--- src/rtl/seq_pkg.sv ---
// seq_pkg: shared definitions for the multi-channel song sequencer.
//   - FSM state encodings (plain localparams so older tools can consume them)
//   - note-word and order-word field positions and widths
package seq_pkg;

   typedef logic [2:0] state_t;

   localparam state_t StIdle    = 3'd0;
   localparam state_t StOrdAddr = 3'd1;
   localparam state_t StOrdData = 3'd2;
   localparam state_t StPatAddr = 3'd3;
   localparam state_t StPatData = 3'd4;
   localparam state_t StEmit    = 3'd5;
   localparam state_t StNextCh  = 3'd6;

   // Note word: [5:0] pitch, [10:6] length, [14:11] instrument
   localparam int unsigned PITCH_LSB = 0;
   localparam int unsigned PITCH_W   = 6;
   localparam int unsigned LEN_LSB   = 6;
   localparam int unsigned LEN_W     = 5;
   localparam int unsigned INSTR_LSB = 11;
   localparam int unsigned INSTR_W   = 4;

   // Order word: [7:0] pattern start address, [15:8] pattern length (0 = end marker)
   localparam int unsigned PAT_ADDR_LSB = 0;
   localparam int unsigned PAT_ADDR_W   = 8;
   localparam int unsigned PAT_LEN_LSB  = 8;
   localparam int unsigned PAT_LEN_W    = 8;

endpackage

--- src/rtl/seq_channel_regs.sv ---
// seq_channel_regs: per-channel playback position for the song sequencer.
// Holds order_idx / pat_addr / remaining for every channel. All ports address
// the channel given by ch_i.
//   clk_i, rst_i        clock, synchronous active-high reset
//   ch_i                channel selected for read, load, loop and step
//   rd_*_o              current registers of channel ch_i
//   load_en_i           load pat_addr/remaining from an order entry
//   loop_en_i           force order_idx to the loop point (end marker seen)
//   step_en_i           consume one note: pat_addr++, remaining--, maybe advance order
//   step_wrap_o         step_en_i would move order_idx from the last entry to the loop point
module seq_channel_regs #(
   parameter int unsigned NUM_CHANNELS = 4,
   parameter int unsigned CH_W         = 2,
   parameter int unsigned ROM_ADDR_W   = 8,
   parameter int unsigned ORDER_LEN    = 2,
   parameter int unsigned LOOP_ORDER   = 0,
   parameter int unsigned OIDX_W       = 1
) (
   input  logic                  clk_i,
   input  logic                  rst_i,
   input  logic [CH_W-1:0]       ch_i,
   output logic [OIDX_W-1:0]     rd_order_idx_o,
   output logic [ROM_ADDR_W-1:0] rd_pat_addr_o,
   output logic [7:0]            rd_remaining_o,
   input  logic                  load_en_i,
   input  logic [ROM_ADDR_W-1:0] load_pat_addr_i,
   input  logic [7:0]            load_remaining_i,
   input  logic                  loop_en_i,
   input  logic                  step_en_i,
   output logic                  step_wrap_o
);

   localparam logic [OIDX_W-1:0] LastIdx = OIDX_W'(ORDER_LEN - 1);
   localparam logic [OIDX_W-1:0] LoopIdx = OIDX_W'(LOOP_ORDER);

   logic [OIDX_W-1:0]     order_idx_q [NUM_CHANNELS];
   logic [OIDX_W-1:0]     order_idx_d [NUM_CHANNELS];
   logic [ROM_ADDR_W-1:0] pat_addr_q  [NUM_CHANNELS];
   logic [ROM_ADDR_W-1:0] pat_addr_d  [NUM_CHANNELS];
   logic [7:0]            remaining_q [NUM_CHANNELS];
   logic [7:0]            remaining_d [NUM_CHANNELS];

   assign rd_order_idx_o = order_idx_q[ch_i];
   assign rd_pat_addr_o  = pat_addr_q[ch_i];
   assign rd_remaining_o = remaining_q[ch_i];

   // The pattern runs out on this step when remaining goes 1 -> 0.
   assign step_wrap_o = step_en_i && (remaining_q[ch_i] == 8'd1) &&
                        (order_idx_q[ch_i] == LastIdx);

   always_comb begin
      order_idx_d = order_idx_q;
      pat_addr_d  = pat_addr_q;
      remaining_d = remaining_q;
      if (load_en_i) begin
         pat_addr_d[ch_i]  = load_pat_addr_i;
         remaining_d[ch_i] = load_remaining_i;
      end
      if (loop_en_i) begin
         order_idx_d[ch_i] = LoopIdx;
      end
      if (step_en_i) begin
         pat_addr_d[ch_i]  = pat_addr_q[ch_i] + 1'b1;
         remaining_d[ch_i] = remaining_q[ch_i] - 8'd1;
         if (remaining_q[ch_i] == 8'd1) begin
            order_idx_d[ch_i] = (order_idx_q[ch_i] == LastIdx) ? LoopIdx
                                                               : order_idx_q[ch_i] + 1'b1;
         end
      end
   end

   always_ff @(posedge clk_i) begin
      if (rst_i) begin
         for (int i = 0; i < NUM_CHANNELS; i++) begin
            order_idx_q[i] <= '0;
            pat_addr_q[i]  <= '0;
            remaining_q[i] <= '0;
         end
      end else begin
         order_idx_q <= order_idx_d;
         pat_addr_q  <= pat_addr_d;
         remaining_q <= remaining_d;
      end
   end

endmodule

--- src/rtl/multi_channel_song_sequencer.sv ---
// multi_channel_song_sequencer: plays a multi-channel song out of a shared
// synchronous ROM. On each row tick every channel is serviced in order and
// emits at most one note on the shared note bus.
//   i_clk, i_rst        clock, synchronous active-high reset
//   i_tick_stb          row tick (one-cycle pulse)
//   o_busy              a tick is being serviced
//   o_tick_overrun      tick arrived while busy (the tick is dropped)
//   o_song_wrap         channel 0 looped back in its order list
//   o_note_valid        note strobe; channel/pitch/len/instrument hold between strobes
//   o_rom_addr          ROM read address (0 outside the address phases)
//   i_rom_data          ROM data, one cycle after the address
module multi_channel_song_sequencer
   import seq_pkg::*;
#(
   parameter int unsigned NUM_CHANNELS = 4,
   parameter int unsigned CH_W         = 2,
   parameter int unsigned ROM_ADDR_W   = 8,
   parameter int unsigned ORDER_BASE   = 0,
   parameter int unsigned ORDER_LEN    = 2,
   parameter int unsigned LOOP_ORDER   = 0
) (
   input  logic                  i_clk,
   input  logic                  i_rst,
   input  logic                  i_tick_stb,
   output logic                  o_busy,
   output logic                  o_tick_overrun,
   output logic                  o_song_wrap,
   output logic                  o_note_valid,
   output logic [CH_W-1:0]       o_note_channel,
   output logic [5:0]            o_note_pitch,
   output logic [4:0]            o_note_len,
   output logic [3:0]            o_note_instrument,
   output logic [ROM_ADDR_W-1:0] o_rom_addr,
   input  logic [15:0]           i_rom_data
);

   localparam int unsigned OIDX_W = (ORDER_LEN > 1) ? $clog2(ORDER_LEN) : 1;
   localparam logic [CH_W-1:0] LastCh = CH_W'(NUM_CHANNELS - 1);

   state_t          state_q, state_d;
   logic [CH_W-1:0] ch_q, ch_d;
   logic            marker_q, marker_d;  // an end marker was already seen for this channel
   logic [5:0]      pitch_q, pitch_d;
   logic [4:0]      len_q, len_d;
   logic [3:0]      instr_q, instr_d;

   logic [CH_W-1:0]       rd_ch;
   logic [OIDX_W-1:0]     rd_order_idx;
   logic [ROM_ADDR_W-1:0] rd_pat_addr;
   logic [7:0]            rd_remaining;
   logic                  load_en, loop_en, step_en, step_wrap;
   logic [ROM_ADDR_W-1:0] ord_addr, rom_addr;
   logic [7:0]            ord_len;
   state_t                chk_state;
   logic                  note_valid, song_wrap;

   // In NEXT_CH look ahead at the following channel so CHK costs no cycle.
   // In IDLE ch_q is always 0, which is the channel CHK needs there.
   always_comb begin
      rd_ch = ch_q;
      if (state_q == StNextCh && ch_q != LastCh) begin
         rd_ch = ch_q + 1'b1;
      end
   end

   seq_channel_regs #(
      .NUM_CHANNELS (NUM_CHANNELS),
      .CH_W         (CH_W),
      .ROM_ADDR_W   (ROM_ADDR_W),
      .ORDER_LEN    (ORDER_LEN),
      .LOOP_ORDER   (LOOP_ORDER),
      .OIDX_W       (OIDX_W)
   ) u_regs (
      .clk_i            (i_clk),
      .rst_i            (i_rst),
      .ch_i             (rd_ch),
      .rd_order_idx_o   (rd_order_idx),
      .rd_pat_addr_o    (rd_pat_addr),
      .rd_remaining_o   (rd_remaining),
      .load_en_i        (load_en),
      .load_pat_addr_i  (ROM_ADDR_W'(i_rom_data[PAT_ADDR_LSB +: PAT_ADDR_W])),
      .load_remaining_i (i_rom_data[PAT_LEN_LSB +: PAT_LEN_W]),
      .loop_en_i        (loop_en),
      .step_en_i        (step_en),
      .step_wrap_o      (step_wrap)
   );

   assign ord_addr  = ROM_ADDR_W'(ORDER_BASE + 32'(ch_q) * ORDER_LEN + 32'(rd_order_idx));
   assign ord_len   = i_rom_data[PAT_LEN_LSB +: PAT_LEN_W];
   assign chk_state = (rd_remaining == 8'd0) ? StOrdAddr : StPatAddr;

   always_comb begin
      state_d    = state_q;
      ch_d       = ch_q;
      marker_d   = marker_q;
      pitch_d    = pitch_q;
      len_d      = len_q;
      instr_d    = instr_q;
      rom_addr   = '0;
      load_en    = 1'b0;
      loop_en    = 1'b0;
      step_en    = 1'b0;
      note_valid = 1'b0;
      song_wrap  = 1'b0;
      case (state_q)
         StIdle: begin
            if (i_tick_stb) begin
               state_d = chk_state;
            end
         end
         StOrdAddr: begin
            rom_addr = ord_addr;
            state_d  = StOrdData;
         end
         StOrdData: begin
            if (ord_len != 8'd0) begin
               load_en = 1'b1;
               state_d = StPatAddr;
            end else if (!marker_q) begin
               // First marker: restart from the loop point and refetch once.
               loop_en   = 1'b1;
               marker_d  = 1'b1;
               song_wrap = (ch_q == '0);
               state_d   = StOrdAddr;
            end else begin
               // Loop point is a marker too: channel stays silent this row.
               state_d = StNextCh;
            end
         end
         StPatAddr: begin
            rom_addr = rd_pat_addr;
            state_d  = StPatData;
         end
         StPatData: begin
            pitch_d = i_rom_data[PITCH_LSB +: PITCH_W];
            len_d   = i_rom_data[LEN_LSB +: LEN_W];
            instr_d = i_rom_data[INSTR_LSB +: INSTR_W];
            state_d = StEmit;
         end
         StEmit: begin
            note_valid = 1'b1;
            step_en    = 1'b1;
            song_wrap  = step_wrap && (ch_q == '0);
            state_d    = StNextCh;
         end
         StNextCh: begin
            marker_d = 1'b0;
            if (ch_q == LastCh) begin
               ch_d    = '0;
               state_d = StIdle;
            end else begin
               ch_d    = rd_ch;
               state_d = chk_state;
            end
         end
         default: begin
            state_d = StIdle;
         end
      endcase
   end

   always_ff @(posedge i_clk) begin
      if (i_rst) begin
         state_q  <= StIdle;
         ch_q     <= '0;
         marker_q <= 1'b0;
         pitch_q  <= '0;
         len_q    <= '0;
         instr_q  <= '0;
      end else begin
         state_q  <= state_d;
         ch_q     <= ch_d;
         marker_q <= marker_d;
         pitch_q  <= pitch_d;
         len_q    <= len_d;
         instr_q  <= instr_d;
      end
   end

   assign o_busy            = (state_q != StIdle);
   assign o_tick_overrun    = i_tick_stb && (state_q != StIdle);
   assign o_song_wrap       = song_wrap;
   assign o_note_valid      = note_valid;
   assign o_note_channel    = ch_q;
   assign o_note_pitch      = pitch_q;
   assign o_note_len        = len_q;
   assign o_note_instrument = instr_q;
   assign o_rom_addr        = rom_addr;

endmodule

--- config.mk ---
export PLATFORM = sky130hd
export DESIGN_NAME = multi_channel_song_sequencer
export DESIGN_NICKNAME = d
export VERILOG_FILES = /design/src/rtl/seq_pkg.sv /design/src/rtl/seq_channel_regs.sv /design/src/rtl/multi_channel_song_sequencer.sv
export SDC_FILE = /design/constraint.sdc
export NUM_CORES = 1
export LEC_CHECK = 0
export ABC_AREA = 1
export ABC_CLOCK_PERIOD_IN_PS = 3400
export CAP_MARGIN = 25
export CORE_MARGIN = 3
export CORE_UTILIZATION = 45
export CTS_BUF_LIST = sky130_fd_sc_hd__clkbuf_8 sky130_fd_sc_hd__clkbuf_16
export CTS_CLUSTER_DIAMETER = 30
export DETAILED_ROUTE_END_ITERATION = 16
export SLEW_MARGIN = 5
export SYNTH_ARGS = -nofsm -noshare
export SYNTH_HDL_FRONTEND = slang
export SYNTH_SLANG_ARGS = --single-unit
--- constraint.sdc ---
create_clock -name i_clk -period 3.4 [get_ports i_clk]
set_input_delay 0.68 -clock i_clk [delete_from_list [all_inputs] [get_ports i_clk]]
set_output_delay 0.68 -clock i_clk [all_outputs]
set_load 0.05 [all_outputs]
# Word-level counts from Yosys, hierarchy flattened
# Index checks and enable logic that the tools add are counted.
dict set report totals {
  latch_bits 0
  regBits 89
  mem_bits_ro 0
  ram_bits 0
  inputBits 19
  out_inout_bits 29
  memories 0
}
dict set report op_classes {
  n_reduce_logical 13
  shift 0
  n_bitwise 3
  add_sub_neg 5
  n_mul 0
  n_eq_ne 11
  div_mod_pow 0
  order_cmp 2
  muxes 46
}
# operator count
set ops {}
lappend ops {{32-bit bitwise mux} 4}
lappend ops {{32-bit 2-to-1 mux} 4}
lappend ops {{8-bit 2-to-1 mux} 5}
lappend ops {{8-bit binary-select mux with 2-bit select} 2}
lappend ops {{3-bit one-hot mux with 7 select lines} 1}
lappend ops {{8-bit demux with 2-bit select} 1}
lappend ops {{8-bit one-hot mux with 2 select lines} 1}
lappend ops {{1-bit 2-to-1 mux} 13}
lappend ops {{4-bit 2-to-1 mux} 3}
lappend ops {{3-bit == test, second input constant} 3}
lappend ops {{3-bit 2-to-1 mux} 3}
lappend ops {{8-bit by 1-bit adder with 8-bit output, second input constant} 1}
lappend ops {{8-bit by 1-bit == test with 1-bit output, second input constant} 1}
lappend ops {{8-bit zero test} 1}
lappend ops {{2-bit 2-to-1 mux} 4}
lappend ops {{8-bit nonzero test} 1}
lappend ops {{8-bit by 1-bit subtractor with 8-bit output, second input constant} 1}
lappend ops {{3-bit by 2-bit == test with 1-bit output, second input constant} 2}
lappend ops {{1-bit logical AND} 6}
lappend ops {{2-bit inequality test, second input constant} 3}
lappend ops {{3-bit by 1-bit adder with 4-bit output} 1}
lappend ops {{4-bit bitwise AND} 1}
lappend ops {{4-bit bitwise mux} 1}
lappend ops {{4-bit inverter} 1}
lappend ops {{15 further kinds} 16}

# Logic depth before layout (Yosys ltp)
# Gate-level depths: netlist of the first run.
dict set report logic_depth {
  depth_word 14
  depth_mapped 19
  depth_no_buf 18
}

# Hierarchy
# A second synthesis of the first run with hierarchy kept.
dict set report hier_totals {
  cells_unflattened 882
  area_unflattened_um2 5566.6
}
# mod area_each_um2 cells_each n_inst
set modules_own_cells {}
lappend modules_own_cells {seq_channel_regs 4516.8 716 1}
lappend modules_own_cells {multi_channel_song_sequencer 1049.8 166 1}

# Worst setup path after synthesis of the first run
# No wires, ideal clock.
dict set report synth_timing {
  path_type {register -> output}
  startpoint {register ch_q[0] (netlist: o_note_channel[0])}
  endpoint {output o_song_wrap}
  n_path_buf 1
  path_stages_with_launch 17
  arrival_time_ns 3.096
  path_slack_ns -0.376
  required_time_ns 2.720
  path_cell_list {dfxtp_1 inv_1 ha_1 nand3_4 nand2_4 buf_6 nand2_4 nor2_1 nor2_2 nand2_1 inv_1 ha_1 nand2_1 nor2_1 nand2_1 nand2_1 nor3b_2}
}
dict set report synth_between {
  elab_chain_cells 12
}
# element line_no
set synth_lines {}
lappend synth_lines {{start: declaration} multi_channel_song_sequencer.sv:41} ;# logic [CH_W-1:0] ch_q, ch_d;
lappend synth_lines {{start signal: assignment} multi_channel_song_sequencer.sv:172} ;# ch_q <= ch_d;
lappend synth_lines {{parallel branches: the longest is 11 deep, another holds 2-bit by 1-bit adder with 2-bit output} --}
lappend synth_lines {{1-bit one-hot mux with 2 select lines (*)} multi_channel_song_sequencer.sv:105} ;# case (state_q)
lappend synth_lines {{end: declaration} multi_channel_song_sequencer.sv:27} ;# output logic o_song_wrap,
# Every way passes the cells marked *. The select of a mux whose other input is x is not followed.

# Worst setup path after layout of the first run
dict set report layout_timing {
  startpoint {register ch_q[1] (netlist: o_note_channel[1])}
  endpoint {output o_song_wrap}
}
# Same word-level chain as after synthesis.

==> results.toml, run 1 <==
[power]
cellPowerDensity_mw_per_mm2 = 509
power_switching_mw = 1.33
ir_drop_uv = 330
leakagePower_nw = 2.77
power_frac_comb = 0.359
switching_share = 0.379
seq_power_share = 0.331
finalPower_mw = 3.51
power.internal_mw = 2.18
p_clk_frac = 0.310

[cts]
cts.sinks = 89
cts_buffers = 9
max-clock-path-buffers = 2
path_clk_slew_ns = 0.07
cts_max_level = 3
cts_tree = "built"
cts_hold_buf = 0
root_buffer = "clkbuf_16"
insertion_delay_ns = 0.35

[yosys]
ys.flop_type = "dfxtp_1"
ys_warn_count = 0
ys_ff_latch = 89
synth.net_count = 835
syn-instance-count = 811
synth_sequential_area_ratio = 0.332
synth.avg_cell_area_um2 = 6.62
synth_edf_count = 0
ys_types = 43
async_flop_share = 0
netlist_area_mm2 = 0.00537

[detailed_routing]
wl_um = 19000
avgRoutedWirePerCell_um = 18.4
ant_nets = 0
vias = 5903
drt_iter0_markers = 639
drc = 0
firstDrtPassIters = 5
routed_via_density = 5.72

[setup_path]
r2r-end = "u_regs.pat_addr_q[10]$_SDFF_PP0_"
endpoint_kind = "output port"
cp.buffers_inverters = 4
reg2reg_depth = 15
r2r_slack_ns = 0.51
rr_startpoint = "o_note_channel[1]$_SDFFE_PP0N_"
arrival_ns = 2.65
cp_cell_sequence = "ha_4, inv_6, nand4_4, nand2_4, buf_12, buf_12, nand2_8, nand3_2, nand2_1, nor2_2, nand2_2, nor2_4, nand2_2, nand2_2, nor3b_4, buf_12"
cp_top_family = "simple AND/OR/NAND/NOR gates"
slowest_stage = "dfxtp_4"
startpoint_type = "flop"
cp_max_fo = 9
cp.required_ns = 2.72
critPathMaxStageDelay_ns = 0.38
crit_type = "reg2out"

[sta]
fmax_mhz = 301
maxSlewViolCount = 0
hold_slack_ns = 0.465
final.min_clock_period_ns = 3.33
tightest_slew_ns = 0.794
setup-violations-final = 0
hold_violations = 0
finClkSkew_ns = 0.00878
setup-tns-final_ns = 0
slew_headroom = 0.471
finalCritPeriodShare = 0.979
setup_slack_ns = 0.0725

[grt]
grt_antenna_before_repair = 0
grtUsageTotal = 0.287
grt_pass1_wl_um = 29100
grt_start_max_net_pins = 67
globalRouteOverflowTotal = 0
grt_pass1_vias = 5497

[status]
status = "finished clean"

[placement]
place_ws_ns = 0.0961
dpl_cell_area_mm2 = 0.00614
place_inst = 995
place_hpwl_um = 12700
gp_congestion = 0.911
io_buffers = 47

[worst_hold_path]
hp-class = "reg2reg"
hold_depth = 2

[floorplanning]
die_x_um = 115
start_util = 0.464
ios = 48
die_y_um = 115
rows = 39
dieArea_mm2 = 0.0133
design.core.area_mm2 = 0.0116

[layout]
stdcell_count = 1032
post-route-util = 0.596
area_growth_pct = 28.3
nets = 908
stdcell_area_mm2 = 0.00689
layout-drive-gt1-share = 0.189
antennaDiodeCount = 0

[run]
max-cap-violations = 0
worst min-delay path: cells and delay by family (launching register included):
| kind | cells | cell delay [ns] |
|---|---|---|
| AOI/OAI and AO/OA | 1 | 0.05 |
| DFF | 1 | 0.31 |
| and+or+nand+nor | 1 | 0.06 |
synthesized netlist by cell type (5+ instances only):
cell type  instances  area (um2)
a31oi_1            6        37.5
nor2_2            14        87.6
nand2_2           14        87.6
a21oi_1           87         435
buf_4              6        45.0
inv_1             88         330
buf_2             11        55.1
nand3_1           80         400
o21ai_1           11        55.1
nor2_1            72         270
nor2_4            13         146
o211ai_1           9        67.6
clkbuf_1          12        45.0
a221oi_1           8        70.1
dfxtp_1           89        1780
o22ai_1           13        81.3
o21ai_0           48         240
nor3_1             5        25.0
inv_2             15        56.3
ha_1               5        62.6
nand2_1          165         619
cells in the final DEF, fill, tap and decap left out, types with 4 or more instances in the layout:
master	n
dfxtp_1	84
nand2_8	4
nor2_2	12
o211ai_1	9
nor2_1	71
o21ai_0	47
nand3_1	79
nand2_1	158
a31oi_1	6
o22ai_1	13
nor2_4	16
clkdlybuf4s50_1	37
buf_4	44
inv_1	86
inv_2	18
a21oi_1	87
nand2_4	8
buf_12	13
a221oi_1	8
clkbuf_16	10
nand3b_1	4
nand2_2	14
o21ai_1	12
how the worst max path moves through the flow:
stage	startpoint	endpoint	slack [ns]	cells after the start
2_1_floorplan	o_note_channel[0]$_SDFFE_PP0N_	o_song_wrap	-0.23	16
3_3_place_gp	i_rom_data[12]	o_song_wrap	0.09	9
3_5_place_dp	i_rom_data[12]	o_song_wrap	0.1	9
4_1_cts	o_note_channel[0]$_SDFFE_PP0N_	o_song_wrap	0.008	17
5_1_grt	o_note_channel[1]$_SDFFE_PP0N_	o_song_wrap	-0.07	15
6_report	o_note_channel[1]$_SDFFE_PP0N_	o_song_wrap	0.07	16
routing by layer:
layer,global-route usage,part of all wire
met1,0.368,0.41
met2,0.471,0.48
met3,0.0389,0.069
met4,0.148,0.043
met5,0,0
power by group through the flow:
| stage | logic (mW) | registers [mW] | clock network (mW) |
|---|---|---|---|
| after floorplan | 0.791 | 1.21 | 0 |
| after global routing | 1.38 | 1.17 | 1.14 |
| after global placement | 1.13 | 1.19 | 0 |
| after CTS | 1.16 | 1.17 | 1.11 |
| after detailed placement | 1.14 | 1.19 | 0 |
| final | 1.26 | 1.16 | 1.09 |
layout make-up:
class,instances,area [um2]
inverter,104,395
fill,1045,4670
multi-input combinational,582,3180
sequential,89,1800
timing repair buffer,98,1020
tap,143,179
clock buffer,10,239
clock inverter,6,83.8
kinds of logic (layout without fill, tap and decap cells):
family	count (synthesis)	in the layout	synth area share
AND/OR/NAND/NOR	382	383	0.343
adder cells (fa/ha/maj)	5	5	0.0116
buffers and inverters	141	218	0.112
XOR/XNOR	2	2	0.00326
AO/OA/AOI/OAI	192	192	0.199
flip-flops	89	89	0.332
registers in the layout, summed over array words and instances (netlist names), named ones only:
| name | flops |
|---|---|
| state_q | 3 |
| u_regs.remaining_q | 32 |
| o_note_pitch | 6 |
| marker_q | 1 |
| o_note_channel | 2 |
| u_regs.pat_addr_q | 32 |
| o_note_instrument | 4 |
| o_note_len | 5 |
timing repair:
item | 4_1_cts | 5_1_grt
gates cloned | 1 | 1
setup buffers | 3 | 16
resized for setup | 19 | 32
pin swaps | 6 | 24
endpoints found under the setup margin | 3 | 3
No activity file was read; power rests on OpenSTA's default activity.
==> run 2, diff against run 1 <==
ABC_CLOCK_PERIOD_IN_PS = 4300   (was 3400)
MAX_ROUTING_LAYER = met4   (was not set)
clock period = 4.3 ns   (was 3.4 ns; I/O delays follow)
==> run 2 against run 1 <==
Net effect:
- combinational power fell by 28%
- wire length fell by 5.0%
- worst setup slack improved by 0.19 ns
- flip-flop and latch count unchanged
- clock skew shrank 0.0013 ns
- non-clock buffer count shrank 37
- global-route usage grew 0.43 points
- via count decreased by 4.2%
- final area shrank 9.4%
- critical path depth unchanged
- total power is 25% lower
- largest cell class unchanged
==> results.toml, run 2 (synthesized netlist as in run 1, its figures left out) <==
[status]
status = "finished clean"

[detailed_routing]
drc = 0
avgRoutedWirePerCell_um = 18.1
vias = 5656
routed_via_density = 5.69
drt_iter0_markers = 508
wl_um = 18000
ant_nets = 0
firstDrtPassIters = 6

[sta]
finalCritPeriodShare = 0.940
final.min_clock_period_ns = 4.04
setup-violations-final = 0
setup_slack_ns = 0.258
hold_violations = 0
maxSlewViolCount = 0
hold_slack_ns = 0.469
setup-tns-final_ns = 0
slew_headroom = 0.491
fmax_mhz = 247
tightest_slew_ns = 0.763
finClkSkew_ns = 0.00744
rsz0062_at_grt = "false"

[floorplanning]
start_util = 0.464
rows = 39
dieArea_mm2 = 0.0133
die_x_um = 115
design.core.area_mm2 = 0.0116
die_y_um = 115
ios = 48

[layout]
mostFrequentLayoutCell = "nand2_1"
area_growth_pct = 16.2
nets = 870
n_fill_cell = 1184
mostFrequentLayoutCells = "nand2_1 (165), inv_1 (89), dfxtp_1 (88)"
layout-drive-gt1-share = 0.118
antennaDiodeCount = 0
post-route-util = 0.540

[power]
leakagePower_nw = 2.49
power_switching_mw = 1.02
power.internal_mw = 1.61
power_frac_comb = 0.343
ir_drop_uv = 191
switching_share = 0.388
seq_power_share = 0.350
p_clk_frac = 0.307
finalPower_mw = 2.63
cellPowerDensity_mw_per_mm2 = 421

[setup_path]
r2r_slack_ns = 1.43
reg2reg_depth = 13
critPathMaxStageDelay_ns = 0.36
cp.required_ns = 3.44
cp_max_fo = 14
r2r-end = "u_regs.pat_addr_q[10]$_SDFF_PP0_"
cp.buffers_inverters = 4
cp_cell_sequence = "ha_1, inv_2, nand4_1, nand2_4, buf_4, nand2_1, nand3_1, nand2_2, inv_1, ha_1, nand2_1, nor2_1, nand2_1, nand2_1, nor3b_4, buf_12"
cp.depth = 16
endpoint_kind = "output port"
arrival_ns = 3.18
rr_startpoint = "o_note_channel[0]$_SDFFE_PP0N_"
startpoint_type = "flop"
cp_top_family = "simple AND/OR/NAND/NOR gates"
crit_end = "o_song_wrap"
slowest_stage = "dfxtp_2"
crit_type = "reg2out"
startpoint = "o_note_channel[0]$_SDFFE_PP0N_"
critPathMostFrequentCell = "nand2_1"

[cts]
insertion_delay_ns = 0.35
cts_buffers = 9
postCtsSetupBuffers = 0
cts.sinks = 89
ctsResizeCount = 1
max-clock-path-buffers = 2
cts_tree = "built"
cts_max_level = 3
path_clk_slew_ns = 0.07
root_buffer = "clkbuf_16"
cts_hold_buf = 0

[grt]
grtUsageMet2 = 0.476
grt_antenna_before_repair = 0
grt_busiest_layer = "met2"
grtUsageTotal = 0.291
grt_start_max_net_pins = 67
globalRouteOverflowTotal = 0
grt_pass1_wl_um = 29200
met1_usage = 0.363
met3_usage = 0.0289
grt_pass1_vias = 5491

[run]
max-cap-violations = 0

[placement]
place_ws_ns = 0.388
io_buffers = 47
place_hpwl_um = 12500
gp_congestion = 0.948

[worst_hold_path]
hp-class = "reg2reg"
[run 2: cell count changes in the layout (fill, tap and decap cells not counted), sizes merged]
cell           previous run  this run
clkbuf                   11        10
clkdlybuf4s50            37        43
clkinv                    2         3
buf                      60        16
bufinv                    2         1
clkinvlp                  1         2
nand2                   184       183
inv                     105       104
dlymetal6s2s              0         1
dlygate4sd2               0         1
[run 2: worst register-to-register path, stage by stage (launching register included)]
cell and delay [ns]:
dfxtp_2 0.36, ha_1 0.21, inv_2 0.15, nand4_4 0.15
nand2_1 0.14, nand2_4 0.23, nor2_4 0.31, nand2_1 0.10
nand2_1 0.13, nor2_2 0.07, ha_1 0.28, xnor2_1 0.33
inv_1 0.11, a211oi_1 0.21
[run 2: worst min path at each step]
stage | endpoint | slack [ns] | cells past startpoint
3_5_place_dp | flop | 0.46 | 2
3_3_place_gp | flop | 0.45 | 2
6_report | flop | 0.47 | 2
4_1_cts | flop | 0.47 | 2
5_1_grt | flop | 0.49 | 2
2_1_floorplan | flop | 0.44 | 2
[run 2: cell type report]
type | count | area [um2] | share of cell area
repair buffers | 61 | 586 | 0.0938
well taps | 143 | 179 | 0.0287
clock buffers | 10 | 239 | 0.0383
clock inverters | 6 | 58.8 | 0.00942
flip-flops and latches | 89 | 1780 | 0.286
multi-input cells | 581 | 3010 | 0.482
inverters | 104 | 390 | 0.0626
[run 2: stage by stage]
step,instance area (um2),cells
after floorplan,5370,811
after global placement,5920,978
after detailed placement,5920,978
after CTS,6220,994
after global routing,6240,994
final,6240,994
[run 2: layer usage]
metal  share of wire  up-vias
met5               0        -
met4           0.038        0
met3           0.065       47
met2            0.47      222
met1            0.43     2643
li1                -     2744
[run 2: power groups by stage]
stage,Sequential [mW],Combinational (mW),Clock (mW)
5_1_grt,0.927,1.00,0.843
3_5_place_dp,0.938,0.887,0
3_3_place_gp,0.936,0.885,0
6_report,0.919,0.901,0.806
4_1_cts,0.919,0.891,0.820
2_1_floorplan,0.956,0.621,0
